==> src/rtl/cpu_pkg.sv <==
// rtl/cpu_pkg.sv - shared core types, widths and opcode constants
package cpu_pkg;

    localparam int XLEN = 32;

    localparam logic [31:0] NOP_INSTR = 32'h0000_0013;

    typedef enum logic [1:0] {
        FETCH = 2'd0,
        EXEC  = 2'd1,
        FAULT = 2'd2
    } fetch_state_t;

    localparam logic [6:0] OPC_LUI    = 7'b0110111;
    localparam logic [6:0] OPC_AUIPC  = 7'b0010111;
    localparam logic [6:0] OPC_JAL    = 7'b1101111;
    localparam logic [6:0] OPC_JALR   = 7'b1100111;
    localparam logic [6:0] OPC_BRANCH = 7'b1100011;
    localparam logic [6:0] OPC_LOAD   = 7'b0000011;
    localparam logic [6:0] OPC_STORE  = 7'b0100011;
    localparam logic [6:0] OPC_OP_IMM = 7'b0010011;
    localparam logic [6:0] OPC_OP     = 7'b0110011;

endpackage

==> src/rtl/fetch_unit_if.sv <==
// rtl/fetch_unit_if.sv - instruction-memory request/response bus
interface fetch_unit_if #(
    parameter int XLEN = 32
) ();

    logic            imem_req;
    logic [XLEN-1:0] imem_addr;
    logic            imem_rvalid;
    logic [31:0]     imem_rdata;

    modport master (
        output imem_req,
        output imem_addr,
        input  imem_rvalid,
        input  imem_rdata
    );

    modport slave (
        input  imem_req,
        input  imem_addr,
        output imem_rvalid,
        output imem_rdata
    );

endinterface

==> src/rtl/next_pc_calc.sv <==
// rtl/next_pc_calc.sv - combinational next-PC selection and alignment check
module next_pc_calc #(
    parameter int XLEN = 32
) (
    input  logic [XLEN-1:0] pc,
    input  logic [XLEN-1:0] imm,
    input  logic [XLEN-1:0] rs1_val,
    input  logic            en_branch,
    input  logic            jump,
    input  logic            jalr,
    output logic [XLEN-1:0] next_pc,
    output logic            misaligned
);

    logic [XLEN-1:0] jalr_sum;

    assign jalr_sum = rs1_val + imm;

    // jalr outranks jump/branch even if decode asserts several flags
    always_comb begin
        next_pc = pc + XLEN'(4);
        if (jalr) begin
            next_pc = {jalr_sum[XLEN-1:1], 1'b0};
        end else if (jump || en_branch) begin
            next_pc = pc + imm;
        end
    end

    assign misaligned = (next_pc[1:0] != 2'b00);

endmodule

==> src/rtl/fetch_unit.sv <==
// rtl/fetch_unit.sv - instruction fetch stage with PC, instruction register and retire counter
module fetch_unit #(
    parameter int              XLEN     = 32,
    parameter logic [XLEN-1:0] RESET_PC = '0
) (
    input  logic             clk,
    input  logic             rst_n,
    fetch_unit_if.master     imem,
    output logic [31:0]      instr,
    output logic             instr_valid,
    output logic [XLEN-1:0]  pc,
    output logic [XLEN-1:0]  pc_plus4,
    input  logic             retire,
    input  logic             en_branch,
    input  logic             jump,
    input  logic             jalr,
    input  logic [XLEN-1:0]  imm,
    input  logic [XLEN-1:0]  rs1_val,
    output logic             fetch_fault,
    output logic [31:0]      retired_count
);

    import cpu_pkg::*;

    fetch_state_t    state;
    logic            req_q;
    logic [XLEN-1:0] next_pc;
    logic            misaligned;

    next_pc_calc #(.XLEN(XLEN)) u_next_pc_calc (
        .pc         (pc),
        .imm        (imm),
        .rs1_val    (rs1_val),
        .en_branch  (en_branch),
        .jump       (jump),
        .jalr       (jalr),
        .next_pc    (next_pc),
        .misaligned (misaligned)
    );

    assign imem.imem_req  = req_q;
    assign imem.imem_addr = pc;

    always_ff @(posedge clk) begin
        if (!rst_n) begin
            state         <= FETCH;
            pc            <= RESET_PC;
            pc_plus4      <= RESET_PC + XLEN'(4);
            instr         <= NOP_INSTR;
            instr_valid   <= 1'b0;
            req_q         <= 1'b1;
            fetch_fault   <= 1'b0;
            retired_count <= 32'd0;
        end else begin
            case (state)
                FETCH: begin
                    if (imem.imem_rvalid) begin
                        instr       <= imem.imem_rdata;
                        instr_valid <= 1'b1;
                        req_q       <= 1'b0;
                        state       <= EXEC;
                    end
                end
                EXEC: begin
                    if (retire) begin
                        retired_count <= retired_count + 32'd1;
                        instr_valid   <= 1'b0;
                        // a misaligned target leaves pc pointing at the faulting instruction
                        if (misaligned) begin
                            fetch_fault <= 1'b1;
                            state       <= FAULT;
                        end else begin
                            pc       <= next_pc;
                            pc_plus4 <= next_pc + XLEN'(4);
                            req_q    <= 1'b1;
                            state    <= FETCH;
                        end
                    end
                end
                FAULT: begin
                    req_q       <= 1'b0;
                    instr_valid <= 1'b0;
                end
                default: begin
                    req_q       <= 1'b0;
                    instr_valid <= 1'b0;
                    fetch_fault <= 1'b1;
                    state       <= FAULT;
                end
            endcase
        end
    end

endmodule

==> src/flat_wrapper.sv <==
// flat-port wrapper written by rule: the top's interface ports become plain ports
module fetch_unit_flat import cpu_pkg::*;
#(
    parameter int              XLEN     = 32,
    parameter logic [XLEN-1:0] RESET_PC = '0
)
  (clk, rst_n, instr, instr_valid, pc, pc_plus4, retire, en_branch, jump, jalr, imm, rs1_val, fetch_fault, retired_count, imem_imem_req, imem_imem_addr, imem_imem_rvalid, imem_imem_rdata);
  fetch_unit_if #(.XLEN(XLEN)) imem_i ();
  input  logic clk;
  input  logic rst_n;
  output logic [31:0] instr;
  output logic instr_valid;
  output logic [XLEN-1:0] pc;
  output logic [XLEN-1:0] pc_plus4;
  input  logic retire;
  input  logic en_branch;
  input  logic jump;
  input  logic jalr;
  input  logic [XLEN-1:0] imm;
  input  logic [XLEN-1:0] rs1_val;
  output logic fetch_fault;
  output logic [31:0] retired_count;
  output wire logic [$bits(imem_i.imem_req)-1:0] imem_imem_req;
  output wire logic [$bits(imem_i.imem_addr)-1:0] imem_imem_addr;
  input wire logic [$bits(imem_i.imem_rvalid)-1:0] imem_imem_rvalid;
  input wire logic [$bits(imem_i.imem_rdata)-1:0] imem_imem_rdata;
  assign imem_imem_req = imem_i.imem_req;
  assign imem_imem_addr = imem_i.imem_addr;
  assign imem_i.imem_rvalid = imem_imem_rvalid;
  assign imem_i.imem_rdata = imem_imem_rdata;
  fetch_unit #(.XLEN(XLEN), .RESET_PC(RESET_PC)) u_core (.clk(clk), .rst_n(rst_n), .imem(imem_i), .instr(instr), .instr_valid(instr_valid), .pc(pc), .pc_plus4(pc_plus4), .retire(retire), .en_branch(en_branch), .jump(jump), .jalr(jalr), .imm(imm), .rs1_val(rs1_val), .fetch_fault(fetch_fault), .retired_count(retired_count));
endmodule
==> config.mk <==
export PLATFORM = sky130hd
export DESIGN_NAME = fetch_unit_flat
export DESIGN_NICKNAME = d
export VERILOG_FILES = /design/src/rtl/cpu_pkg.sv /design/src/rtl/fetch_unit_if.sv /design/src/rtl/next_pc_calc.sv /design/src/rtl/fetch_unit.sv /design/src/flat_wrapper.sv
export SDC_FILE = /design/constraint.sdc
export NUM_CORES = 1
export LEC_CHECK = 0
export CAP_MARGIN = 10
export CORE_ASPECT_RATIO = 1.5
export CORE_UTILIZATION = 34
export CTS_CLUSTER_SIZE = 16
export DETAILED_ROUTE_END_ITERATION = 6
export PLACE_DENSITY_LB_ADDON = 0.15
export SETUP_SLACK_MARGIN = 0.2
export SYNTH_ARGS = -nofsm -noshare
export SYNTH_HDL_FRONTEND = slang
export SYNTH_SLANG_ARGS = --single-unit
==> constraint.sdc <==
create_clock -name clk -period 4 [get_ports clk]
set_clock_uncertainty 0.1 [all_clocks]
set_input_delay 0.6 -clock clk [delete_from_list [all_inputs] [get_ports clk]]
set_output_delay 0.6 -clock clk [all_outputs]
set_load 0.01 [all_outputs]
; Yosys cells after proc, flatten, opt, wreduce, memory -nomap -nowiden
; Cells that the tools add are included.
[op_classes]
add_sub_neg = 5
n_eq_ne = 6
mux = 16
n_bitwise = 3
n_reduce_logical = 11
[op_table]
columns = operator, n
row1 = $add A32 B3 Y32 const B, 2
row2 = $add A32 B32 Y32, 2
row3 = $mux W32, 2
row4 = $add A32 B1 Y32 const B, 1
row5 = $reduce_and A3 Y1, 4
row6 = $mux W1, 7
row7 = $mux W2, 3
row8 = $ne A2 B2 Y1 const B, 3
row9 = $pmux W1 S2, 3
row10 = $pmux W2 S3, 1
row11 = $reduce_and A2 Y1, 3
row12 = $not A1 Y1, 3
row13 = $eq A2 B1 Y1 const B, 1
row14 = $eq A2 B2 Y1 const B, 1
row15 = $logic_not A2 Y1, 1
row16 = $ne A2 B1 Y1 const B, 1
row17 = $reduce_bool A2 Y1, 1
row18 = $reduce_or A2 Y1, 1
row19 = $logic_or A1 B1 Y1, 1
[totals]
ff_bits = 133
input_bits = 103
elab_cells = 49

; Logic depth before layout (Yosys ltp)
[logic_depth]
ltp_word = 7
ltp_mapped = 16

; Modules after synthesis
; A second synthesis with hierarchy kept.
[unflattened]
hier_cells = 1343
hier_area_um2 = 10053.4
[by_module_without_submodules]
columns = module, n_inst, cells_per_inst, area_per_inst_um2, seq_area_each_um2
row1 = fetch_unit, 1, 710, 5741.8, 2622.5
row2 = next_pc_calc, 1, 633, 4311.6, 0.0

; Worst setup path before layout
; OpenSTA, ideal clock, no wires.
[synth_path]
kind = input -> register
startpoint = input port imm[9]
endpoint = register u_core.pc_plus4[29]
arrival_time_ns = 3.662
required_time_ns = 3.778
slack_ns = 0.116
stages = 14
path_buffers = 2
path_cell_list = ha_1 > buf_6 > a21o_1 > a31o_1 > and3_1 > or3_1 > buf_2 > a21oi_1 > xor2_1 > o221ai_1 > nand4_4 > nor4b_4 > a211oi_1 > a311o_1
[synth_via]
elab_chain_cells = 4
word_cells_on_any_way = 5
classes_between = add/sub: 3 / mux: 2
[synth_lines]
columns = item, line
row1 = start: declaration, flat_wrapper.sv:19  ; input logic [XLEN-1:0] imm;
row2 = $add A32 B32 Y32, next_pc_calc.sv:25  ; next_pc = pc + imm;
row3 = $mux W32, next_pc_calc.sv:24  ; end else if (jump || en_branch) begin
row4 = $mux W32 *, next_pc_calc.sv:22  ; if (jalr) begin
row5 = $add A32 B3 Y32 *, fetch_unit.sv:74  ; pc_plus4 <= next_pc + XLEN'(4);
row6 = end signal: assignment, fetch_unit.sv:48  ; pc_plus4 <= RESET_PC + XLEN'(4);
row7 = end signal: assignment, fetch_unit.sv:74
row8 = end: declaration, fetch_unit.sv:12  ; output logic [XLEN-1:0] pc_plus4,
; Every way passes the cells marked *; elsewhere a longest branch is shown, timed or not.
; A chain may end at the register's enable or synchronous reset.

; Final worst setup path
[layout_path]
startpoint = input port rs1_val[9]
endpoint = register u_core.pc_plus4[22]
[layout_via]
elab_chain_cells = 3
[layout_lines]
columns = item, line
row1 = start: declaration, flat_wrapper.sv:20  ; input logic [XLEN-1:0] rs1_val;
row2 = $add A32 B32 Y32, next_pc_calc.sv:17  ; assign jalr_sum = rs1_val + imm;
row3 = $mux W32, next_pc_calc.sv:22
row4 = $add A32 B3 Y32, fetch_unit.sv:74
; Every way passes these cells.

==> reports/results.txt <==
hold_sp: u_core.instr[26]
CP Cell Sequence: clkdlybuf4s50_1 -> ha_1 -> buf_6 -> buf_6 -> o21ai_0 -> nand2b_1 -> a31oi_4 -> buf_4 -> o311ai_0 -> o21ai_1 -> a22o_1 -> a211o_1 -> nand4_4 -> buf_6 -> nor3_2 -> and3_1 -> a311o_1
worst vdd ir: 0.000340 V
CP required: 4.21 ns
Leak Pwr: 7.01 nW
syn_nets: 1585
Max-cap violations: 0
Tot GR Track Use: 25.1%
Synth area leader: dfxtp_1
clock-pin slew on the worst setup and hold paths: 0.06 ns
row cnt: 78
Yosys Warn Count: 0
crit path DAT: 3.91 ns
vias in the first global route: 12072
r2r endpoint: u_core.pc_plus4[29]
hold-critical path endpoint: u_core.instr[26]
Yosys top cell area share: 24.7%
CTS Buf Count: 17
post-synthesis cell area: 10600 µm²
via count: 12345
RSZ-0062 raised after global routing: yes
worst path bufs/invs: 5
first drt pass iteration count: 5
cell mode on critical path: buf_6
Min-Delay Path Depth: 2
area post-placement: 15500 µm²
Final Max Slew Viols: 0
max incr delay on CP: 0.41 ns
drt first-iter violations: 752
htree depth: 4
status: finished clean
final wirelength: 41.2 mm
total power: 4.88 mW
R2R cell count: 14
worst slew pin tran: 1.15 ns
Die Wd: 146 µm
worst skew pair latency: 0.42 ns
family with the most delay on the worst path: compound AO/OA/AOI/OAI gates
filler cell count: 2920
Nets: 2076
Syn Inst Count: 1416
top cells by area, synth: dfxtp_1, ha_1, nand2_1
DRC Markers: 0
CORE AREA: 30400 µm²
min-delay worst type: flop to flop
CP Launch Type: input port
DIE HEIGHT: 218 µm
post-synth cell types: 89
Post-synth EDFFs: 0
#FFs+latches synth: 131
die area: 32000 µm²
pin count of the biggest net entering global routing: 50
Avg Synthesized Cell Area: 7.50 µm²
first-pass GRT wire length: 62.9 mm
R2R Setup Slk: 0.41 ns
dpl ws: -0.618 ns
DRT antenna net count: 0
I/O Buffers: 265
Layout area overhead: 61.4%
layout cell share with drive strength beyond 1: 25.9%
Crit Reg-Reg Startpoint: u_core.imem.imem_addr[7]
Hold Vio Cnt, Final: 0
final design utilization: 56.3%
clk root buf: clkbuf_16
CTS max path bufs: 2
IO Pins: 266
Initial Util: 34.9%
ys async rst share: 0%
critical path fanouts, max: 7
power per cell area: 285 nW/µm²
period utilization: 92.5%
# setup viols final: 0
DR vias/cell: 5.32
initial antenna violation count: 0
Final GP Congestion: 0.942
Max transition margin: 23.6%
gr ovfl total: 0
routed len/inst: 17.7 µm
Seq/Total Area, Yosys: 24.7%
f_max: 270 MHz
Final TNS setup: 0 ns
CP Class: input port to flop
fin crit period: 3.70 ns
clk sinks: 131
slack of the critical path: 0.302 ns
HPWL after DPL: 32.1 mm
CTS tree: yes
CP Capture Type: flop
slowest CP cell: clkdlybuf4s50_1
ys flop type: dfxtp_1
design area: 17100 µm²
ANT cells: 0
==> placed cells by master, fill, tap and decap left out, types with 16 or more instances in the layout <==
cell type,instances
a211oi_1,23
a21o_1,21
a21oi_1,107
a21oi_2,19
and3_1,23
buf_4,298
clkbuf_16,17
clkdlybuf4s50_1,238
dfxtp_1,130
dlymetal6s2s_1,21
ha_1,46
ha_4,17
inv_1,22
nand2_1,205
nand3_1,49
nand4_1,22
nor2_1,131
nor3_1,40
o21a_1,25
o21ai_0,34
or3_1,16
xnor2_1,44
xor2_1,51
==> flip-flops by register name, summed over array words and instances, names as in the netlist <==
| name | count |
|---|---|
| u_core.pc_plus4 | 30 |
| u_core.imem.imem_req | 1 |
| u_core.fetch_fault | 1 |
| u_core.imem.imem_addr | 32 |
| u_core.retired_count | 32 |
| u_core.instr_valid | 1 |
| u_core.instr | 32 |
| u_core.state | 2 |
==> per-stage QoR <==
stage	hold WS, ns	std cells
floorplan	0.376	1416
finish	0.353	2320
CTS	0.354	2311
detailed placement	0.347	2277
global placement	0.340	2277
global route	0.372	2320
==> Yosys cell counts, drive strengths merged (4+ instances only) <==
cell type  instances
and4              12
nand2            209
a311o              4
a211oi            30
or3               19
nand3b             6
nor3b              9
xnor2             45
a221o              4
a211o              7
a21oi            132
nor2b              9
o311ai             8
dfxtp            131
a21o              23
a31oi             12
nor2             138
o22ai              7
mux2i              8
and2               9
inv               25
a21boi             6
o31a               4
and3              23
nor4b              5
nor3              46
o2111ai            5
o31ai             11
a31o               5
o21a              25
o21ai             49
nand3             51
or4                5
o21bai             4
o211ai             9
or2                6
nand2b             9
ha                64
clkbuf            55
xor2              52
buf               47
nand4             26
a22oi              7
nor4              11
==> area by class of cell <==
class                      count  area (µm²)  area share (%)
inverter                      25        95.1           0.555
sequential                   131        2620            15.3
multi-input combinational   1158        8220            47.9
clock inverter                 8         123           0.715
tap                          400         500            2.92
timing repair buffer         574        5080            29.6
clock buffer                  24         502            2.93
==> metal layers <==
| metal | up-vias | wire (µm) | track usage, % |
|---|---|---|---|
| met5 | - | 0 | 0 |
| met4 | 0 | 1390 | 10.7 |
| met3 | 67 | 2510 | 5.68 |
| met2 | 366 | 20100 | 43.3 |
| met1 | 5812 | 17200 | 29.5 |
| li1 | 6100 | - | - |
==> worst min-delay path: cells and delay by family (launching register included) <==
kind,cells,cell delay [ns]
AND/OR/NAND/NOR,1,0.05
AO/OA/AOI/OAI,1,0.05
flip-flops,1,0.30
==> repair_timing <==
action                     in CTS  in global routing
hold buffers                    0                  0
pin swaps                      26                 56
buffers inserted                2                  9
setup endpoints to repair      19                 18
resized for setup              62                137
==> worst max-delay path by stage <==
stage                     from                   to  slack, ns  cells after the start
global route            imm[6]  u_core.pc_plus4[31]       0.12                     14
detailed placement      imm[1]  u_core.pc_plus4[27]      -0.62                     15
floorplan               imm[9]  u_core.pc_plus4[29]       0.26                     14
CTS                 rs1_val[0]  u_core.pc_plus4[29]       0.19                     16
global placement        imm[0]  u_core.pc_plus4[27]      -0.59                     16
finish              rs1_val[9]  u_core.pc_plus4[22]       0.30                     17
==> cells by family after synthesis <==
| kind of cell | count (synthesis) | share of synthesized area (%) |
|---|---|---|
| flops | 131 | 24.7 |
| mux | 10 | 0.966 |
| simple gates | 600 | 28.2 |
| buf+inv | 127 | 5.86 |
| xor+xnor | 97 | 8.00 |
| compound gates | 385 | 24.3 |
| fa+ha+maj | 66 | 7.92 |
==> where the power goes <==
group	internal, mW	switching [mW]	leakage, nW
combinational	0.919	0.921	5.65
clock	1.06	0.569	0.298
sequential	1.36	0.0487	1.07
Note: power is estimated with default switching activity, not from simulation.
